$ cat src/rtl/keypad_pkg.sv
// keypad_pkg: FSM states, key map and column reset pattern shared by the keypad scanner files
package keypad_pkg;
  typedef enum logic [1:0] {SCAN, DEBOUNCE, PRESSED, RELEASE} state_t;
  localparam logic [15:0][3:0] KEYMAP = 64'hDF0E_C987_B654_A321;
  localparam logic [3:0] COL_RESET = 4'b1110;
  function automatic logic [1:0] low_idx(input logic [3:0] v);
    return !v[0] ? 2'd0 : !v[1] ? 2'd1 : !v[2] ? 2'd2 : 2'd3;
  endfunction
endpackage

$ cat src/rtl/keypad_scanner_if.sv
// keypad_scanner_if: keypad pins and key-code outputs; master is the scanner, slave the pin/display side
interface keypad_scanner_if;
  logic [3:0] row_n;
  logic [3:0] col_n;
  logic [3:0] key_code;
  logic       key_valid;
  logic       key_held;
  modport master (input row_n, output col_n, key_code, key_valid, key_held);
  modport slave (output row_n, input col_n, key_code, key_valid, key_held);
endinterface

$ cat src/rtl/keypad_debounce.sv
// keypad_debounce: saturating count of consecutive cycles with level high; done on the target-th one
module keypad_debounce #(
  parameter int W = 8
) (
  input  logic         clk,
  input  logic         rst_n,
  input  logic         i_level,
  input  logic         i_clear,
  input  logic [W-1:0] i_target,
  output logic         o_done
);
  logic [W-1:0] r_cnt;
  logic [W-1:0] w_inc;
  assign w_inc  = (r_cnt == i_target) ? r_cnt : r_cnt + 1'b1;
  assign o_done = i_level && !i_clear && (w_inc == i_target);
  // run count restarts whenever the level drops or the owner clears it
  always_ff @(posedge clk) begin
    if (!rst_n || i_clear || !i_level) r_cnt <= '0;
    else r_cnt <= w_inc;
  end
endmodule

$ cat src/rtl/keypad_scanner.sv
// keypad_scanner: 4x4 keypad column scan with press/release debounce; KEYPAD_REPEAT_EN adds auto-repeat strobes
module keypad_scanner
  import keypad_pkg::*;
#(
  parameter int SCAN_DIV     = 1000,
  parameter int DEBOUNCE_CNT = 200000,
  parameter int REPEAT_CNT   = 5000000
) (
  input logic clk,
  input logic rst_n,
  keypad_scanner_if.master kp
);
  localparam int MAX_SD = (SCAN_DIV > DEBOUNCE_CNT) ? SCAN_DIV : DEBOUNCE_CNT;
  localparam int MAXP   = (MAX_SD > REPEAT_CNT) ? MAX_SD : REPEAT_CNT;
  localparam int CW     = $clog2(MAXP) + 1;
  localparam logic [CW-1:0] DWELL_LAST = CW'(SCAN_DIV - 1);
  localparam logic [CW-1:0] DB_TARGET  = CW'(DEBOUNCE_CNT);
`ifdef KEYPAD_REPEAT_EN
  localparam logic [CW-1:0] REP_LAST   = CW'(REPEAT_CNT - 1);
  logic [CW-1:0] r_rep;
`endif
  logic [3:0]    r_meta;
  logic [3:0]    r_rs;
  state_t        r_state;
  logic [CW-1:0] r_dwell;
  logic [3:0]    r_col_n;
  logic [1:0]    r_row;
  logic [1:0]    r_col;
  logic [3:0]    r_code;
  logic          r_valid;
  logic          r_held;
  logic          w_bit;
  logic          w_level;
  logic          w_clear;
  logic          w_done;
  logic [3:0]    w_col_next;
  assign w_bit      = r_rs[r_row];
  assign w_level    = (r_state == RELEASE) ? w_bit : !w_bit;
  assign w_clear    = (r_state == SCAN) || (r_state == PRESSED);
  assign w_col_next = {r_col_n[2:0], r_col_n[3]};
  keypad_debounce #(.W(CW)) u_debounce (
    .clk     (clk),
    .rst_n   (rst_n),
    .i_level (w_level),
    .i_clear (w_clear),
    .i_target(DB_TARGET),
    .o_done  (w_done)
  );
  // two-flop synchroniser for the asynchronous row lines
  always_ff @(posedge clk) begin
    if (!rst_n) {r_meta, r_rs} <= 8'hFF;
    else {r_meta, r_rs} <= {kp.row_n, r_meta};
  end
  // scan / debounce / hold / release state machine with registered outputs
  always_ff @(posedge clk) begin
    if (!rst_n) begin
      r_state <= SCAN;
      r_dwell <= '0;
      r_col_n <= COL_RESET;
      r_row   <= '0;
      r_col   <= '0;
      r_code  <= '0;
      r_valid <= 1'b0;
      r_held  <= 1'b0;
`ifdef KEYPAD_REPEAT_EN
      r_rep   <= '0;
`endif
    end else begin
      r_valid <= 1'b0;
      r_dwell <= '0;
`ifdef KEYPAD_REPEAT_EN
      r_rep   <= '0;
`endif
      unique case (r_state)
        SCAN: begin
          if (r_dwell != DWELL_LAST) r_dwell <= r_dwell + 1'b1;
          else if (r_rs != 4'hF) begin
            r_row   <= low_idx(r_rs);
            r_col   <= low_idx(r_col_n);
            r_state <= DEBOUNCE;
          end else r_col_n <= w_col_next;
        end
        DEBOUNCE: begin
          if (w_bit) begin
            r_state <= SCAN;
            r_col_n <= w_col_next;
          end else if (w_done) begin
            r_state <= PRESSED;
            r_code  <= KEYMAP[{r_row, r_col}];
            r_valid <= 1'b1;
            r_held  <= 1'b1;
          end
        end
        PRESSED: begin
          if (w_bit) r_state <= RELEASE;
`ifdef KEYPAD_REPEAT_EN
          else begin
            r_rep   <= (r_rep == REP_LAST) ? '0 : r_rep + 1'b1;
            r_valid <= (r_rep == REP_LAST);
          end
`endif
        end
        RELEASE: begin
          if (!w_bit) r_state <= PRESSED;
          else if (w_done) begin
            r_held  <= 1'b0;
            r_state <= SCAN;
            r_col_n <= w_col_next;
          end
        end
      endcase
    end
  end
  assign kp.col_n     = r_col_n;
  assign kp.key_code  = r_code;
  assign kp.key_valid = r_valid;
  assign kp.key_held  = r_held;
endmodule
$ cat src/flat_wrapper.sv
// flat-port wrapper written by rule: the top's interface ports become plain ports
module keypad_scanner_flat import keypad_pkg::*;
#(
  parameter int SCAN_DIV     = 1000,
  parameter int DEBOUNCE_CNT = 200000,
  parameter int REPEAT_CNT   = 5000000
)
  (clk, rst_n, kp_row_n, kp_col_n, kp_key_code, kp_key_valid, kp_key_held);
  keypad_scanner_if kp_i ();
  input logic clk;
  input logic rst_n;
  input wire logic [$bits(kp_i.row_n)-1:0] kp_row_n;
  output wire logic [$bits(kp_i.col_n)-1:0] kp_col_n;
  output wire logic [$bits(kp_i.key_code)-1:0] kp_key_code;
  output wire logic [$bits(kp_i.key_valid)-1:0] kp_key_valid;
  output wire logic [$bits(kp_i.key_held)-1:0] kp_key_held;
  assign kp_i.row_n = kp_row_n;
  assign kp_col_n = kp_i.col_n;
  assign kp_key_code = kp_i.key_code;
  assign kp_key_valid = kp_i.key_valid;
  assign kp_key_held = kp_i.key_held;
  keypad_scanner #(.SCAN_DIV(SCAN_DIV), .DEBOUNCE_CNT(DEBOUNCE_CNT), .REPEAT_CNT(REPEAT_CNT)) u_core (.clk(clk), .rst_n(rst_n), .kp(kp_i));
endmodule
$ cat config.mk
export PLATFORM = sky130hd
export DESIGN_NAME = keypad_scanner_flat
export DESIGN_NICKNAME = d
export VERILOG_FILES = /design/src/rtl/keypad_pkg.sv /design/src/rtl/keypad_scanner_if.sv /design/src/rtl/keypad_debounce.sv /design/src/rtl/keypad_scanner.sv /design/src/flat_wrapper.sv
export SDC_FILE = /design/constraint.sdc
export NUM_CORES = 1
export LEC_CHECK = 0
export ABC_CLOCK_PERIOD_IN_PS = 9000
export CORE_AREA = 2 2 98 76
export DETAILED_ROUTE_END_ITERATION = 8
export DIE_AREA = 0 0 100 78
export GPL_TIMING_DRIVEN = 0
export PLACE_DENSITY = 0.72
export RECOVER_POWER = 50
export SLEW_MARGIN = 10
export SYNTH_ARGS = -nofsm -noshare
export SYNTH_HDL_FRONTEND = slang
export SYNTH_SLANG_ARGS = --single-unit
$ cat constraint.sdc
create_clock -name clk -period 9 [get_ports clk]
set_input_delay 1.8 -clock clk [delete_from_list [all_inputs] [get_ports clk]]
set_output_delay 1.8 -clock clk [all_outputs]
set_load 0.005 [all_outputs]
Word-level counts from Yosys, hierarchy flattened. Memories as Yosys holds them, arrays and structs flattened. A register that Yosys moved wholly into a read port is not among the register bits. Index checks and enable logic that the tools add are counted.

Bits of input ports: 6. Memories: 1. Memory bits (read-only): 64. Register bits: 68.

Order comparisons: 1. Bitwise operators: 4. Mux-type cells: 30. Add/sub/neg operators: 2. Equality and inequality tests: 18. Reduce and logical (&&, ||, !) cells: 20.

Memory list: (no name shown) (depth 16, width 4, rd ports 1, clocked after Yosys merged registers in 1, wr ports 0, line keypad_scanner.sv:89) `r_code <= KEYMAP[{r_row, r_col}];`.

Operators by type and width (number): 24-bit by 1-bit adder with 24-bit output, second input constant (2); 24-bit by 18-bit == test with 1-bit output, second input constant (2); 24-bit 2-to-1 mux (1); 24-bit by 10-bit != test with 1-bit output, second input constant (1); 2-bit 2-to-1 mux (11); 4-bit 2-to-1 mux (5); 2-bit != test, second input constant (6); 4-bit one-hot mux with 3 select lines (1); 5-bit AND reduction (2); 1-bit 2-to-1 mux (9); 3-bit AND reduction (3); 2-bit one-hot mux with 4 select lines (1); 2-bit by 1-bit != test with 1-bit output, second input constant (3); 6-bit AND reduction (1); 1-bit logical NOT (5); 2-bit == test, second input constant (2); 4-bit != test, second input constant (1); 1-bit NOT (4); 1-bit logical OR (3); 2-bit by 3-bit < comparator with 1-bit output, second input constant (1); 3-bit by 2-bit != test with 1-bit output, second input constant (1); 3-bit != test, second input constant (1); 3-bit nonzero test (1); 3-bit OR reduction (1); other kinds (6) (7).

Depth between registers and ports, before layout.
Depth after elaboration: 9. Depth in mapped cells: 12. Gate-level depth less buffers: 10.

By module. From an unflattened synthesis, not the netlist that was laid out.

Cells, all modules: 470. Area, all modules: 3990.1 um^2.

Modules (own cells, without submodules): keypad_scanner (area each 2188.3 um^2, instances 1, cells an instance 243, seq. area each 960.9 um^2); keypad_debounce (area each 1801.7 um^2, instances 1, cells an instance 227, seq. area each 480.5 um^2).

Worst setup path before layout. OpenSTA, ideal clock, no wires.

Path kind: register to register. From: register u_core.r_row[1]. To: register u_core.r_code[1], in the netlist u_core.kp.key_code[1]. Arrival: 2.783 ns. Setup slack: 6.147 ns. Clock period less this slack: 2.853 ns. Required time: 8.929 ns. Stages on the path, launching flop included: 13. Library setup time: 0.071 ns. Path through: dfxtp_1 > clkbuf_1 > mux4_2 > inv_1 > ha_1 > nand2_1 > a221oi_2 > nand4_1 > nor4_2 > nand3_2 > buf_6 > or3_1 > a21oi_1.

Longest elaborated chain between the ends: 7. Elaborated cells on any way between the ends: 8. Classes of those cells: mux (3); bitwise (1); reduce/logical (4).

RTL lines: start, declared (line keypad_scanner.sv:27) `logic [1:0] r_row;`; start signal, assigned (line keypad_scanner.sv:78) `r_row <= low_idx(r_rs);`; 1-bit binary-select mux with 2-bit select (line keypad_scanner.sv:37) `assign w_bit = r_rs[r_row];`; 1-bit 2-to-1 mux (implied by the code) (line keypad_scanner.sv:37); 1-bit logical NOT (line keypad_scanner.sv:38) `assign w_level = (r_state == RELEASE) ? w_bit : !w_bit;`; 1-bit 2-to-1 mux (line keypad_scanner.sv:38); 1-bit logical AND (2 in series) (line keypad_debounce.sv:15) `assign o_done = i_level && !i_clear && (w_inc == i_target);`; 3-bit AND reduction (no source line); end, declared (line keypad_scanner.sv:29) `logic [3:0] r_code;`.

Parallel ways exist; a longest one is shown, timed or not. The select of a mux whose other input is x is not followed. A chain may end at the register's enable or synchronous reset.

Final worst setup path.
From: register u_core.r_row[1]. To: register u_core.r_col_n[0], in the netlist u_core.kp.col_n[0].

Longest elaborated chain between the ends: 8. Elaborated cells on any way between the ends: 10. Classes of those cells: eq/ne (3); mux (3); reduce/logical (4).

RTL lines: 1-bit binary-select mux with 2-bit select (*) (line keypad_scanner.sv:37); 1-bit 2-to-1 mux (implied by the code) (*) (line keypad_scanner.sv:37); 1-bit logical NOT (line keypad_scanner.sv:38); 1-bit 2-to-1 mux (line keypad_scanner.sv:38); 1-bit logical AND (2 in series) (line keypad_debounce.sv:15); 2-bit != test (no source line); 6-bit AND reduction (no source line) (*); end signal, assigned (line keypad_scanner.sv:81) `end else r_col_n <= w_col_next;`; end signal, assigned (line keypad_scanner.sv:86) `r_col_n <= w_col_next;`; end signal, assigned (line keypad_scanner.sv:108) `r_col_n <= w_col_next;`; end, declared (line keypad_scanner.sv:26) `logic [3:0] r_col_n;`.

Mark *: on every way between the ends. The rest lies on a longest branch, timed or not. The select of a mux whose other input is x is not followed.

==> results.cfg <==
[clock_network]
cts_htree_levels = 3
cts_hold_buf = 0
post_cts_buffers = 0
cts_tree = built
clockRootBuffer = clkbuf_8
clockBufferDepth = 2
cts_buffers = 9
clkLatencyLatePin_ns = 0.35
clock-sinks = 72
clk_pin_slew_ns = 0.08
cts_resized = 0

[hold_path]
min_path_type = flip-flop to flip-flop

[logic_synthesis]
synth_cell_type_count = 59
synth_edf_count = 0
syn_area_per_cell_um2 = 8.785
async_reset_ff_share_pct = 0
syn_nets = 431
ys_ff_latch = 72
yosys_most_used_dff = dfxtp_1
synth_area_um2 = 3655
yosys_warnings = 0
synthCells = 416
synth_seq_area_share_pct = 39.44

[placed_design]
gp_congestion = 0.8386
post-place-cells = 515
port_buffers = 15
hpwl_um = 5142

[drt]
antenna_left = 0
routed_via_density = 5.589
detail_route.drc_violations = 0
drt_iter0_drc = 146
finalWirelength_um = 7474
firstDrtPassIters = 4
vias = 2968
wl_per_cell_um = 14.08

[global_route]
gr-total-overflow = 0
grt_usage_pct = 20.43
antenna_found_initial = 0
grt_pass1_wl_um = 12710
grt_pass1_vias = 2686
grt_max_degree = 14

[worst_setup_path]
crit_path_end_kind = flip-flop
cp.arrival_ns = 3.58
required_ns = 9.28
critical_path_class = flip-flop to flip-flop
path_max_fanout = 8
critPathLaunchType = flip-flop

[pwr]
clock_power_share_pct = 50.3
power_frac_comb_pct = 1.7
peakVddDrop_mv = 0.09681
p_switching_w = 0.0001347
p_per_area_nw_per_um2 = 161.2
leakage_nw = 1.469
power_w = 0.0006735
cell_internal_pwr_w = 0.0005388
switching_share_pct = 20.00
seq_power_share_pct = 48.0

[die]
std_cell_rows = 26
core_um2 = 6766
ios = 16
die_x_um = 100
start_util_pct = 54.01
die_h_um = 78
dieArea_um2 = 7800

[timing]
hold_ws_ns = 0.4095
finalCritPeriodShare_pct = 36.66
slew_headroom_pct = 52.79
fin_crit_ns = 3.299
final-setup-viol-count = 0
drv_slew = 0
tightest_slew_ns = 0.7017
fmaxAchievable_ghz = 0.3031
tns_ns = 0
rsz0062_at_grt = false
hold_violations = 0
fin_skew_ns = 0.009025

[layout]
fin_util_pct = 61.74
drive_above_1_share_pct = 9.620
n_antenna_cell = 0
area_growth_pct = 14.31
layout.nets = 457
final_cells = 531

[status]
status = completed

[job]
maxCapViolCount = 0
## path summary, 6_finish.rpt
check / startpoint / end / slack (ns) / cells after the start
setup / recovery: u_core.r_row[1]$_SDFFE_PN0P_ / u_core.kp.col_n[0]$_SDFFE_PN0P_ / 5.70 / 11
hold / removal: u_core.r_meta[0]$_SDFF_PN1_ / u_core.r_rs[0]$_SDFF_PN1_ / 0.41 / 1
hold reg to reg: u_core.r_meta[0]$_SDFF_PN1_ / u_core.r_rs[0]$_SDFF_PN1_ / 0.41 / 1
setup reg to reg: u_core.r_row[1]$_SDFFE_PN0P_ / u_core.kp.col_n[0]$_SDFFE_PN0P_ / 5.70 / 11
## synthesized netlist by cell type, types with 2 or more instances
cell type | n | share of area (%)
xor2_1 | 20 | 4.8
buf_2 | 4 | 0.55
nand2_1 | 21 | 2.2
nor4b_1 | 2 | 0.48
and2_1 | 4 | 0.68
dfxtp_1 | 72 | 39
xnor2_1 | 26 | 6.2
and4_1 | 3 | 0.72
and4b_1 | 2 | 0.55
nor3b_1 | 3 | 0.62
nor4_1 | 6 | 1.0
and3_1 | 11 | 1.9
buf_4 | 2 | 0.41
ha_1 | 9 | 3.1
nor4bb_1 | 2 | 0.55
nand2b_1 | 12 | 2.1
a21oi_1 | 8 | 1.1
inv_1 | 13 | 1.3
mux2i_1 | 11 | 3.0
clkbuf_1 | 11 | 1.1
mux4_2 | 2 | 1.2
o21a_1 | 3 | 0.62
nand4_1 | 13 | 2.2
nand3_1 | 22 | 3.0
buf_1 | 2 | 0.21
or3_1 | 7 | 1.2
a31oi_1 | 4 | 0.68
nor2_1 | 69 | 7.1
a211oi_1 | 3 | 0.62
nor2b_1 | 2 | 0.34
o21ai_0 | 8 | 1.1
nor3_1 | 10 | 1.4
buf_6 | 3 | 0.92
## per-layer routing
metal / routed length (um) / track usage, % / vias up / part of all wire, %
met2: 3164 / 29.12 / 80 / 42
met1: 3859 / 29.71 / 1378 / 52
met5: 0 / 0 / - / 0
met4: 121 / 5.753 / 0 / 1.6
li1: - / - / 1494 / -
met3: 328 / 6.126 / 16 / 4.4
## stage by stage
step	area, um2	setup slack [ns]
6_report	4178	5.701
5_1_grt	4178	5.490
4_1_cts	4178	5.743
3_5_place_dp	3910	5.779
3_3_place_gp	3910	5.796
2_1_floorplan	3655	6.147
## layout by cell type, fill, tap and decap left out, drive strengths merged, types with 2 or more instances in the layout
cell type / instances
nand4: 14
nor2b: 2
nor4: 8
dfxtp: 72
clkdlybuf4s50: 14
nor2: 69
or3: 7
nand3: 23
inv: 13
buf: 11
ha: 9
a31oi: 4
mux2i: 11
bufinv: 4
mux4: 2
a21oi: 8
xnor2: 26
nor4b: 2
o21a: 3
nor3b: 3
nand2: 21
and4b: 3
and2: 4
o21ai: 8
a211oi: 5
nand2b: 12
and3: 13
nor4bb: 2
and4: 4
nor3: 11
clkinvlp: 2
xor2: 20
clkbuf: 21
## registers in the layout, indices dropped and copies added, names as in the netlist, named ones only
signal / flops
u_core.kp.key_code: 4
u_core.r_dwell: 24
u_core.r_row: 2
u_core.r_col: 2
u_core.r_meta: 4
u_core.kp.key_valid: 1
u_core.r_state: 1
u_core.kp.key_held: 1
u_core.kp.col_n: 4
u_core.u_debounce.r_cnt: 24
u_core.r_rs: 4
## power by group through the flow
stage	clock [W]	sequential (W)	combinational [W]
3_5_place_dp	0	0.000330	0.0000119
6_report	0.000339	0.000323	0.0000117
3_3_place_gp	0	0.000330	0.0000118
4_1_cts	0.000345	0.000323	0.0000119
5_1_grt	0.000359	0.000323	0.0000134
2_1_floorplan	0	0.000330	0.00000764
## worst max-delay path: stages, from the launching register on
cell and delay (ns):
dfxtp_1 0.31, clkbuf_1 0.34, mux4_2 0.59, inv_1 0.12, ha_1 0.15, nand2_1 0.08, a221oi_2 0.22, nand4_1 0.18
nor4_2 0.38, nand3_2 0.18, a211oi_4 0.45, mux2i_1 0.23
## area by class of cell
class                           instances  area (um2)
Fill cell                             553        2589
Multi-Input combinational cell        308        2039
Sequential cell                        72        1441
Timing Repair Buffer                   15       150.1
Clock inverter                          7       143.9
Buffer                                 23       125.1
Clock buffer                            9       123.9
Tap cell                               84       105.1
Inverter                               13       48.80
## kinds of logic (layout without fill, tap and decap cells)
| family | Yosys count | after routing | synth area share [%] |
|---|---|---|---|
| XOR/XNOR | 46 | 46 | 11.02 |
| adder cells (fa/ha/maj) | 9 | 9 | 3.081 |
| multiplexers | 14 | 14 | 4.553 |
| buffers and inverters | 36 | 67 | 4.759 |
| AO/OA/AOI/OAI | 37 | 37 | 7.326 |
| flip-flops | 72 | 72 | 39.44 |
| AND/OR/NAND/NOR | 202 | 202 | 29.82 |
Note: power is estimated with default switching activity, not from simulation.
